===== src/rtl/mod_shiftreg_stream_ctrl.sv =====
// Word-serial transfer controller between a 32-bit valid/ready stream and the
// serial port of a 2048-bit modular shift register (64 words, LS word first).
module mod_shiftreg_stream_ctrl #(
    parameter int W       = 32,
    parameter int N_WORDS = 64,
    parameter int CNT_W   = 7
) (
    input  logic             iClk,
    input  logic             iReset,
    input  logic             iStartWr,
    input  logic             iStartRd,
    input  logic             iAbort,
    input  logic [W-1:0]     iS_Data,
    input  logic             iS_Valid,
    output logic             oS_Ready,
    output logic [W-1:0]     oM_Data,
    output logic             oM_Valid,
    input  logic             iM_Ready,
    input  logic [W-1:0]     iSrData,
    output logic             oSrEnable,
    output logic [W-1:0]     oSrData,
    output logic             oBusy,
    output logic             oDone,
    output logic [CNT_W-1:0] oWordCnt
);

    typedef enum logic [1:0] {
        ST_IDLE,
        ST_WRITE,
        ST_READ,
        ST_DONE
    } state_t;

    state_t           r_state;
    state_t           w_state_nxt;
    logic [CNT_W-1:0] r_cnt;
    logic [CNT_W-1:0] w_cnt_nxt;
    logic             w_last;

    assign w_last   = (r_cnt == CNT_W'(N_WORDS - 1));
    assign oWordCnt = r_cnt;

    always_ff @(posedge iClk or posedge iReset) begin
        if (iReset) begin
            r_state <= ST_IDLE;
            r_cnt   <= '0;
        end else begin
            r_state <= w_state_nxt;
            r_cnt   <= w_cnt_nxt;
        end
    end

    always_comb begin
        // NOTE: every output and next-state value gets a default before the
        // case so no path leaves one unassigned, which would infer a latch.
        w_state_nxt = r_state;
        w_cnt_nxt   = r_cnt;
        oS_Ready    = 1'b0;
        oM_Valid    = 1'b0;
        oM_Data     = '0;
        oSrEnable   = 1'b0;
        oSrData     = '0;
        oBusy       = 1'b0;
        oDone       = 1'b0;

        unique case (r_state)
            ST_IDLE: begin
                if (iStartWr) begin
                    w_state_nxt = ST_WRITE;
                    w_cnt_nxt   = '0;
                end else if (iStartRd) begin
                    w_state_nxt = ST_READ;
                    w_cnt_nxt   = '0;
                end
            end

            ST_WRITE: begin
                oS_Ready = 1'b1;
                oBusy    = 1'b1;
                if (iS_Valid) begin
                    oSrEnable = 1'b1;
                    oSrData   = iS_Data;
                    w_cnt_nxt = r_cnt + 1'b1;
                    if (w_last) w_state_nxt = ST_DONE;
                end
                // Abort still lets a same-cycle handshake shift, but drops the count.
                if (iAbort) begin
                    w_state_nxt = ST_IDLE;
                    w_cnt_nxt   = '0;
                end
            end

            ST_READ: begin
                oM_Valid = 1'b1;
                oM_Data  = iSrData;
                oBusy    = 1'b1;
                if (iM_Ready) begin
                    // Rotate the outgoing word back into the top: reads are non-destructive.
                    oSrEnable = 1'b1;
                    oSrData   = iSrData;
                    w_cnt_nxt = r_cnt + 1'b1;
                    if (w_last) w_state_nxt = ST_DONE;
                end
                if (iAbort) begin
                    w_state_nxt = ST_IDLE;
                    w_cnt_nxt   = '0;
                end
            end

            ST_DONE: begin
                oBusy       = 1'b1;
                oDone       = 1'b1;
                w_state_nxt = ST_IDLE;
            end

            default: begin
                w_state_nxt = ST_IDLE;
                w_cnt_nxt   = '0;
            end
        endcase
    end

endmodule


===== config.mk =====
export PLATFORM = sky130hd
export DESIGN_NAME = mod_shiftreg_stream_ctrl
export DESIGN_NICKNAME = d
export VERILOG_FILES = /design/src/rtl/mod_shiftreg_stream_ctrl.sv
export SDC_FILE = /design/constraint.sdc
export NUM_CORES = 1
export LEC_CHECK = 0
export ABC_AREA = 1
export BUFFER_PORTS_ARGS = -buffer_cell sky130_fd_sc_hd__buf_2
export CAP_MARGIN = 20
export CORE_ASPECT_RATIO = 1.5
export CORE_MARGIN = 2
export CORE_UTILIZATION = 40
export CTS_BUF_LIST = sky130_fd_sc_hd__clkbuf_4
export DETAILED_ROUTE_END_ITERATION = 8
export PLACE_DENSITY_LB_ADDON = 0.08
export SLEW_MARGIN = 20
export SYNTH_ARGS = -nofsm -noshare
export SYNTH_HDL_FRONTEND = slang
export SYNTH_SLANG_ARGS = --single-unit

===== constraint.sdc =====
create_clock -name iClk -period 2.65 [get_ports iClk]
set_input_delay 0.3975 -clock iClk [delete_from_list [all_inputs] [get_ports iClk]]
set_output_delay 0.3975 -clock iClk [all_outputs]
set_load 0.02 [all_outputs]

==> results.txt <==
----------------------------------------------------
[Power and ir drop]
  Leak Pwr ... 1.45 nW
  Overall power consumption ... 0.00183 W
  Areal power density over the cells ... 837 nW/um^2
  Maximum resistive drop on vdd ... 0.835 mV

[Global route]
  Vias in the first global route ... 1927
  Initial antenna violation count ... 0
  Global-route total usage across every layer ... 0.276
  GRT overflow ... 0
  Wire length of the first global-routing pass ... 8800 um
  Maximum number of pins on one net before global-route repair ... 36

[Placement]
  Hpwl dp ... 4470 um
  RD Place Congestion ... 0.909
  I/O Buffers ... 146
  Worst setup timing slack at the placement stage ... 524 ps
  Post-Place Cell Area ... 2160 um^2

[STA]
  Time the final worst path needs with I/O delays and setup ... 2420 ps
  Endpoints failing setup ... 0
  Number of slew-limit violations in the final report ... 0
  Final-report hold violation count ... 0
  Highest clock frequency the design can meet ... 414 MHz
  Unrepaired setup endpoints after global routing ... false
  Tightest Pin Transition ... 621 ps
  Total Negative Setup Slacks ... 0 ps
  Worst setup skew after layout ... 0.731 ps
  Final period util ... 0.912
  Headroom to the max-slew limit ... 0.586
  Min setup slack post-route ... 232 ps

[Synthesis]
  Basic-gate share of the synthesized area counting and, or, nand and nor cells ... 0.451
  Cell Area, Synth ... 1450 um^2
  Main combinational cell family by area after synthesis ... simple AND/OR/NAND/NOR gates
  Synth Area in Compound Gates ... 0.154
  Xor-xnor portion of the synthesized cell area ... 0
  Flip-flop and latch count after synthesis ... 9
  Share of cell area taken by muxes after synthesis ... 0
  Portion of the post-synthesis area used by sequential elements ... 0.155
  Gate count of the mapped netlist ... 270
  Yosys cell types ... 19
  Post-synth net total ... 347
  Syn avg cell area ... 5.37 um^2
  Number of warnings printed during yosys synthesis ... 0
  Adder and majority cell fraction of the synthesized area ... 0.0518

[Drt]
  Iteration-0 DRC Markers ... 81
  Final routed wirelength across all metal layers ... 5850 um
  Routed length per instance ... 13.2 um
  Mean number of vias per cell ... 5.12
  Number of nets with antenna violations after routing ... 0
  Number of search-and-repair iterations in the first detailed-routing pass ... 4
  DRC violations left ... 0
  Number of vias in the routed layout ... 2265

[Critical path]
  Crit path arrival time ... 2020 ps
  Reg2reg path depth ... 8
  Flop-to-flop setup slack ... 680 ps
  Critical path required time ... 2250 ps
  Crit Path Category ... reg -> out
  Maximum fanout along the worst path ... 24
  Setup crit end kind ... output pin
  Element type at the critical path start ... flop
  Critical path endpoint ... oSrData[19]
  Startpoint of the lowest-slack register-to-register path ... r_state[0]
  Destination of the worst register-to-register timing path ... oWordCnt[4]
  Worst Setup SP ... r_state[0]

[Clock tree]
  Total clock buffers created by CTS ... 3
  Source-to-sink clock delay at the later pin of the worst-skew pair ... 260 ps
  Number of H-tree branching levels ... 1
  Clock buffer depth ... 2
  Count of instances resized after the clock tree is built ... 0
  CTS tree ... yes
  Number of hold buffers added after cts ... 0
  Number of buffers added for setup after CTS ... 0
  Clock tree root buffer cell ... clkbuf_4
  Total clock sinks ... 9
  Reg clk slew, reported paths ... 60 ps

[Outcome]
  Run status ... finished, final reports clean

[Layout]
  Post-route standard cell area excluding fillers ... 2190 um^2
  Filler cell count in the final layout ... 373
  Share of cells above drive strength 1 ... 0.400
  Most common library cell in the layout ignoring fill and taps ... buf_2
  Top library cells by usage in the layout, fill and taps aside ... buf_2 (146), nand3_1 (72), nand2_1 (57)
  Total Nets Final ... 478
  Core occupancy in the finished layout ... 0.635
  Antenna diodes ... 0
  Area growth syn-to-layout ... 51.0%

[Die]
  Area of the core ... 3450 um^2
  Die Footprint ... 4130 um^2
  Std-Cell Rows ... 26
  Number of top-level design ports ... 147
  Die outline width ... 53.2 um
  Vert. Die Dim ... 77.7 um
  Initial Utilization ... 0.421

[Job]
  Number of maximum-capacitance constraint violations ... 0

[Worst hold path]
  Worst Hold Class ... in -> async

----------------------------------------------------
-- through the flow --
| step | instances | hold slack (ps) |
|---|---|---|
| global route | 442 | 119 |
| CTS | 442 | 91.4 |
| floorplan | 270 | 225 |
| finish | 442 | 85.6 |
| global placement | 438 | 378 |
| detailed placement | 438 | 380 |
-- cell type report --
cell class	count	area, um^2	area share
Sequential cell	9	225	0.103
Inverter	43	161	0.0737
Timing Repair Buffer	149	766	0.350
Tap cell	42	52.6	0.0240
Clock buffer	4	30.0	0.0137
Multi-Input combinational cell	195	955	0.436
-- kinds of logic after synthesis --
kind of cell	Yosys count
and+or+nand+nor	145
adders and majority gates	6
AOI/OAI and AO/OA	44
buffers and inverters	66
DFF	9
-- power by group --
group / total [W] / internal [W] / switching, W / leakage [nW]
clock network: 0.000117 / 0.0000683 / 0.0000487 / 0.0184
registers: 0.000209 / 0.000170 / 0.0000393 / 0.120
logic: 0.00151 / 0.000451 / 0.00105 / 1.31
total: 0.00183 / 0.000690 / 0.00114 / 1.45
-- routing by layer --
| metal | global-route usage | share of wire |
|---|---|---|
| met1 | 0.290 | 0.37 |
| met2 | 0.490 | 0.49 |
| met3 | 0.0558 | 0.096 |
| met4 | 0.149 | 0.044 |
| met5 | 0 | 0 |
-- sequential cells by signal (all words and copies together), names as in the netlist --
name      count
r_state       2
oWordCnt      7
-- synth_stat cells, drive strengths merged --
| cell type | number | area, um^2 |
|---|---|---|
| a21oi | 39 | 195 |
| buf | 11 | 66.3 |
| clkbuf | 12 | 45.0 |
| dfrtp | 9 | 225 |
| ha | 6 | 75.1 |
| inv | 43 | 161 |
| nand2 | 59 | 226 |
| nand3 | 72 | 360 |
| nand4 | 1 | 6.26 |
| nor2 | 13 | 61.3 |
| o21a | 1 | 7.51 |
| o21ai | 4 | 20.0 |
-- how the worst min path moves through the flow --
stage / start / end / slack (ps) / depth (start not counted)
floorplan: iReset / oWordCnt[0] / 230 / 1
global placement: iReset / r_state[1] / 380 / 2
detailed placement: iReset / r_state[1] / 380 / 2
CTS: iReset / r_state[1] / 90 / 2
global route: iReset / r_state[1] / 120 / 2
finish: iReset / r_state[1] / 90 / 2
-- critical path: stages (launching register included) --
cell     delay (ps)
dfrtp_1         400
inv_1           110
ha_2            470
buf_4           290
nand3_1         100
a21oi_1         190
buf_2           190
Power figures use the tool's default switching activity.
